==> config.mk <==
export PLATFORM = sky130hd
export DESIGN_NAME = rsa_stream_ctrl
export DESIGN_NICKNAME = d
export VERILOG_FILES = /design/src/rtl/rsa_pkg.sv /design/src/rtl/rsa_stream_ctrl.sv
export SDC_FILE = /design/constraint.sdc
export NUM_CORES = 1
export LEC_CHECK = 0
export CORE_ASPECT_RATIO = 0.5
export CORE_UTILIZATION = 25
export DETAILED_ROUTE_END_ITERATION = 8
export GPL_ROUTABILITY_DRIVEN = 0
export PLACE_DENSITY = 0.52
export SLEW_MARGIN = 20
export SYNTH_ARGS = -nofsm -noshare
export SYNTH_HDL_FRONTEND = slang
export SYNTH_SLANG_ARGS = --single-unit
==> constraint.sdc <==
create_clock -name clk -period 1.7 [get_ports clk]
set_clock_uncertainty 0.15 [all_clocks]
set_input_delay 0.255 -clock clk [delete_from_list [all_inputs] [get_ports clk]]
set_output_delay 0.255 -clock clk [all_outputs]
set_load 0.01 [all_outputs]
==> src/rtl/rsa_pkg.sv <==
// Shared definitions for the RSA stream controller: data width, timing defaults and the
// controller state encoding.
package rsa_pkg;

   localparam int unsigned RSA_WIDTH            = 8;
   localparam int unsigned RSA_START_LOW_CYCLES = 2;
   localparam int unsigned RSA_TIMEOUT_CYCLES   = 4096;

   typedef enum logic [2:0] {
      StIdle    = 3'd0,
      StLaunch  = 3'd1,
      StRun     = 3'd2,
      StErr     = 3'd3,
      StOut     = 3'd4,
      StRelease = 3'd5
   } ctrl_state_e;

endpackage

==> src/rtl/rsa_stream_ctrl.sv <==
// Streams plaintext bytes through a one-shot modexp core (start-as-reset protocol), one byte in
// flight. Optional watchdog on a stuck core is enabled by defining RSA_TIMEOUT_EN.
module rsa_stream_ctrl
   import rsa_pkg::*;
#(
   parameter int unsigned WIDTH            = RSA_WIDTH,
   parameter int unsigned START_LOW_CYCLES = RSA_START_LOW_CYCLES
`ifdef RSA_TIMEOUT_EN
   ,
   parameter int unsigned TIMEOUT_CYCLES   = RSA_TIMEOUT_CYCLES
`endif
) (
   input  logic             clk,
   input  logic             rst_n,
   input  logic             key_load,
   input  logic [WIDTH-1:0] key_e,
   input  logic [WIDTH-1:0] key_n,
   output logic             key_ready,
   input  logic             in_valid,
   input  logic [WIDTH-1:0] in_data,
   input  logic             in_last,
   output logic             in_ready,
   output logic             out_valid,
   output logic [WIDTH-1:0] out_data,
   output logic             out_last,
   output logic             out_err,
   input  logic             out_ready,
   output logic             core_start,
   output logic [WIDTH-1:0] core_a,
   output logic [WIDTH-1:0] core_b,
   output logic [WIDTH-1:0] core_c,
   input  logic             core_busy,
   input  logic [WIDTH-1:0] core_y
);

   localparam int unsigned LowW = (START_LOW_CYCLES > 1) ? $clog2(START_LOW_CYCLES) : 1;

   ctrl_state_e      state_q;
   logic [WIDTH-1:0] key_e_q;
   logic [WIDTH-1:0] key_n_q;
   logic             key_valid_q;
   logic             key_bad_q;
   logic             last_q;
   logic [LowW-1:0]  low_cnt_q;
   logic             core_start_q;
   logic [WIDTH-1:0] core_a_q;
   logic [WIDTH-1:0] core_b_q;
   logic [WIDTH-1:0] core_c_q;
   logic             out_valid_q;
   logic [WIDTH-1:0] out_data_q;
   logic             out_last_q;
   logic             out_err_q;
   logic             accept;
   logic             reject;

`ifdef RSA_TIMEOUT_EN
   localparam int unsigned WdogW = $clog2(TIMEOUT_CYCLES + 1);

   logic [WdogW-1:0] wdog_q;
   logic             wdog_expired;

   assign wdog_expired = (wdog_q == WdogW'(TIMEOUT_CYCLES - 1));
`endif

   assign key_ready  = (state_q == StIdle);
   assign in_ready   = (state_q == StIdle) && key_valid_q;
   assign accept     = in_valid && in_ready;
   // Bytes the core cannot reduce, or a degenerate modulus, never reach the core.
   assign reject     = key_bad_q || (in_data >= key_n_q);

   assign core_start = core_start_q;
   assign core_a     = core_a_q;
   assign core_b     = core_b_q;
   assign core_c     = core_c_q;
   assign out_valid  = out_valid_q;
   assign out_data   = out_data_q;
   assign out_last   = out_last_q;
   assign out_err    = out_err_q;

   always_ff @(posedge clk) begin
      if (!rst_n) begin
         state_q      <= StIdle;
         key_e_q      <= '0;
         key_n_q      <= '0;
         key_valid_q  <= 1'b0;
         key_bad_q    <= 1'b0;
         last_q       <= 1'b0;
         low_cnt_q    <= '0;
         core_start_q <= 1'b0;
         core_a_q     <= '0;
         core_b_q     <= '0;
         core_c_q     <= '0;
         out_valid_q  <= 1'b0;
         out_data_q   <= '0;
         out_last_q   <= 1'b0;
         out_err_q    <= 1'b0;
`ifdef RSA_TIMEOUT_EN
         wdog_q       <= '0;
`endif
      end else begin
         case (state_q)
            StIdle: begin
               if (key_load) begin
                  key_e_q     <= key_e;
                  key_n_q     <= key_n;
                  key_valid_q <= 1'b1;
                  key_bad_q   <= (key_n < WIDTH'(2));
               end
               if (accept) begin
                  core_a_q <= in_data;
                  core_b_q <= key_e_q;
                  core_c_q <= key_n_q;
                  last_q   <= in_last;
                  if (reject) begin
                     state_q <= StErr;
                  end else begin
                     state_q      <= StLaunch;
                     core_start_q <= 1'b1;
`ifdef RSA_TIMEOUT_EN
                     wdog_q       <= '0;
`endif
                  end
               end
            end

            // Busy is still low for the first cycle after start; that is not a completion.
            StLaunch: begin
`ifdef RSA_TIMEOUT_EN
               wdog_q <= wdog_q + WdogW'(1);
               if (wdog_expired) begin
                  core_start_q <= 1'b0;
                  state_q      <= StErr;
               end else if (core_busy) begin
                  state_q <= StRun;
               end
`else
               if (core_busy) begin
                  state_q <= StRun;
               end
`endif
            end

            StRun: begin
               if (!core_busy) begin
                  out_data_q  <= core_y;
                  out_err_q   <= 1'b0;
                  out_valid_q <= 1'b1;
                  out_last_q  <= last_q;
                  state_q     <= StOut;
               end
`ifdef RSA_TIMEOUT_EN
               else if (wdog_expired) begin
                  core_start_q <= 1'b0;
                  state_q      <= StErr;
               end else begin
                  wdog_q <= wdog_q + WdogW'(1);
               end
`endif
            end

            StErr: begin
               core_start_q <= 1'b0;
               out_data_q   <= '0;
               out_err_q    <= 1'b1;
               out_valid_q  <= 1'b1;
               out_last_q   <= last_q;
               state_q      <= StOut;
            end

            // The core keeps its result only while start stays high, so hold start until accept.
            StOut: begin
               if (out_ready) begin
                  out_valid_q  <= 1'b0;
                  core_start_q <= 1'b0;
                  low_cnt_q    <= LowW'(START_LOW_CYCLES - 1);
                  state_q      <= StRelease;
               end
            end

            StRelease: begin
               core_start_q <= 1'b0;
               if (low_cnt_q == '0) begin
                  state_q <= StIdle;
               end else begin
                  low_cnt_q <= low_cnt_q - LowW'(1);
               end
            end

            default: begin
               core_start_q <= 1'b0;
               out_valid_q  <= 1'b0;
               state_q      <= StIdle;
            end
         endcase
      end
   end

endmodule

==> run_results.csv <==
group,metric,value,unit
status,status,"finished, violations left",
status,violations,"setup timing",
sta,rsz0062_at_grt,"yes",
global_route,antenna_found_initial,0,
global_route,overflow,0,
die,fp.dieW,140.1,microns
global_route,grt_pass1_wl,10.52,mm
sta,worst_pin_slew,412.5,ps
cells_and_area,fillers,869,
yosys,avgSynthCellArea,8.103,sq um
yosys,synth.distinct_cells,35,
yosys,syn_area,2382,sq um
setup_path,endpoint_kind,"register",
cells_and_area,n_antenna_cell,0,
yosys,mappedNetlistNets,341,
cells_and_area,fin_cells,511,
cts,cts.sinks,59,
sta,min_period,1718,ps
pwr,p_leak,0.001409,uW
routing,viasPerCell,4.528,
sta,setup_tns,-24.87,ps
routing,wl_met2,2.853,mm
cells_and_area,drive_above_1_share,15.99,%
die,rows,24,
pwr,powerDensity,1114,nW/um^2
routing,wl_per_cell,12.23,microns
routing,ant_nets,0,
yosys,synth_warnings,0,
yosys,synth-compound-area-share,17.65,%
cts,cts_root_buffer,"clkbuf_16",
routing,drtPass1Iterations,4,
sta,maxSlewViolCount,0,
setup_path,arrival,1780,ps
cts,clkSlewWorstSetupHoldPaths,50,ps
sta,relSlewSlack,72.24,%
yosys,ys_ff_latch,59,
setup_path,critPathKind,"reg2reg",
sta,post-route-period-util,101.1,%
cells_and_area,area_delta_synth_final,60.82,%
routing,via_count,2314,
cts,clockBufferDepth,2,
global_route,grt_pass1_vias,2263,
cts,htreeDepth,3,
routing,remaining_drc_errors,0,
yosys,synth-xor-area-share,0,%
yosys,yosysSeqAreaShare,49.58,%
global_route,grt_start_max_net_pins,34,
die,ios,77,
pwr,ir_drop,0.4930,mV
yosys,synthMuxAreaShare,0.4202,%
job,cap_violations,0,
sta,setup_viol,2,
placement,port_buffers,76,
cells_and_area,final_nets,436,
die,die_area,9947,sq um
setup_path,required,1770,ps
cts,worstSkewPairLatency,330,ps
yosys,synth_top_family_by_area,"simple AND/OR/NAND/NOR gates",
routing,drt_iter0_drc,142,
yosys,synth-simple-area-share,23.16,%
yosys,synth-adder-area-share,4.202,%
worst_hold_path,hold_class,"in2reg",
pwr,total_power,4269,uW
global_route,grt_usage,13.65,%
placement,dp_cells,492,
yosys,synthCells,294,
routing,met3_length,330,microns
routing,top_layer_used,"met4",
cts,cts_buffers,9,
cts,cts.hold.buffers_added,0,
cts,cts_tree,"yes",
sta,clock.fmax,0.5821,GHz
setup_path,cp_max_fo,3,
routing,wl,6.248,mm
routing,drt-met1-wl,2.994,mm
die,core_area,8979,sq um
setup_path,critPathLaunchType,"register",
sta,setup_slack,-17.98,ps
die,start_util,26.53,%
die,die_y,71.03,microns
sta,hold_violations,0,
cells_and_area,fin_util,42.67,%
placement,dp_hpwl,4.629,mm
timing repair:
item / in CTS / in global routing
endpoints found under the setup margin: 4 / 23
pin swaps: 9 / 7
gates resized for setup: 20 / 11
buffers inserted: 3 / 0
synth_stat cells, drive strengths merged:
| cell type | number | area [sq um] |
|---|---|---|
| buf | 9 | 51.29 |
| dfxtp | 59 | 1181 |
| a2111oi | 2 | 23.77 |
| a221oi | 1 | 15.01 |
| or2 | 1 | 6.260 |
| o211ai | 1 | 7.510 |
| nand2b | 4 | 25.02 |
| nand4 | 1 | 6.260 |
| nand3 | 4 | 20.02 |
| o21a | 4 | 30.03 |
| a21o | 1 | 7.510 |
| nor4 | 1 | 6.260 |
| o31ai | 1 | 7.510 |
| and2 | 2 | 12.51 |
| ha | 8 | 100.1 |
| and3 | 1 | 6.260 |
| a22oi | 8 | 60.06 |
| nand2 | 89 | 334.1 |
| inv | 10 | 37.54 |
| nor3 | 6 | 46.30 |
| clkbuf | 8 | 30.03 |
| a21oi | 48 | 240.2 |
| nor2 | 14 | 52.55 |
| nor2b | 3 | 18.77 |
| o21ai | 3 | 15.01 |
| and4 | 1 | 8.760 |
| a211oi | 1 | 7.510 |
| nand4b | 1 | 8.760 |
| mux2i | 1 | 10.01 |
| a31oi | 1 | 6.260 |
flip-flops by register name, summed over array words and instances, names as in the netlist, 3 cells and up:
signal and cells:
core_a 8, core_b 8, key_n_q 8, state_q 3, key_e_q 8, out_data 8
core_c 8
critical path, cell delays in order, from the launching register on:
cell and delay [ps]:
dfxtp_2 330, inv_2 60, ha_4 260, buf_6 80, and4_1 160, o21ai_1 60, o211ai_1 270, o21a_1 170
a21oi_2 60
cell families after synthesis:
kind of cell | count (synthesis)
and+or+nand+nor | 128
AOI/OAI and AO/OA | 71
DFF | 59
buffers and inverters | 27
adders and majority gates | 8
muxes | 1
through the flow:
step,hold WS [ps],area (sq um),worst slack (ps)
finish,178.5,3831,-17.98
global route,209.3,3831,-131.8
CTS,178.0,3810,-64.31
detailed placement,295.9,3405,-623.1
global placement,289.6,3405,-557.0
floorplan,241.0,2389,5.899
layout by cell type, fill, tap and decap left out, drive strengths merged, types with 2 or more instances in the layout:
cell | synthesis | routed
a2111oi | 2 | 2
a21oi | 48 | 48
a22oi | 8 | 8
and2 | 2 | 2
buf | 9 | 26
bufinv | 0 | 2
clkbuf | 8 | 13
clkdlybuf4s50 | 0 | 70
clkinv | 0 | 2
dfxtp | 59 | 59
dlygate4sd2 | 0 | 4
ha | 8 | 8
inv | 10 | 10
nand2 | 89 | 89
nand2b | 4 | 4
nand3 | 4 | 4
nor2 | 14 | 14
nor2b | 3 | 3
nor3 | 6 | 6
o21a | 4 | 4
o21ai | 3 | 3
where the power goes:
| part | internal, uW | total (uW) | switching, uW |
|---|---|---|---|
| combinational | 419 | 801 | 382 |
| clock | 1320 | 1930 | 611 |
| sequential | 1480 | 1540 | 57.0 |
| total | 3220 | 4270 | 1050 |
routing by layer:
metal / global-route usage (%) / up-vias
li1: - / 1178
met1: 16.46 / 1082
met2: 22.39 / 45
met3: 5.687 / 9
met4: 4.029 / 0
met5: 0 / -
final cells by class:
| class | instances | area, sq um | area share (%) |
|---|---|---|---|
| sequential | 59 | 1190 | 31.06 |
| multi-input combinational | 208 | 1171 | 30.57 |
| timing repair buffer | 101 | 965.9 | 25.21 |
| clock buffer | 12 | 246.5 | 6.434 |
| tap | 117 | 146.4 | 3.821 |
| clock inverter | 4 | 73.82 | 1.927 |
| inverter | 10 | 37.54 | 0.9798 |
path summary, 6_finish.rpt:
| path | startpoint | to | slack (ps) | depth (start not counted) |
|---|---|---|---|---|
| hold / removal | in_data[0] | core_a[0] | 180 | 3 |
| setup reg to reg | key_n_q[6] | core_start | -20 | 8 |
| hold reg to reg | core_b[2] | core_b[2] | 300 | 2 |
| setup / recovery | key_n_q[6] | core_start | -20 | 8 |
Power figures use the tool's default switching activity.
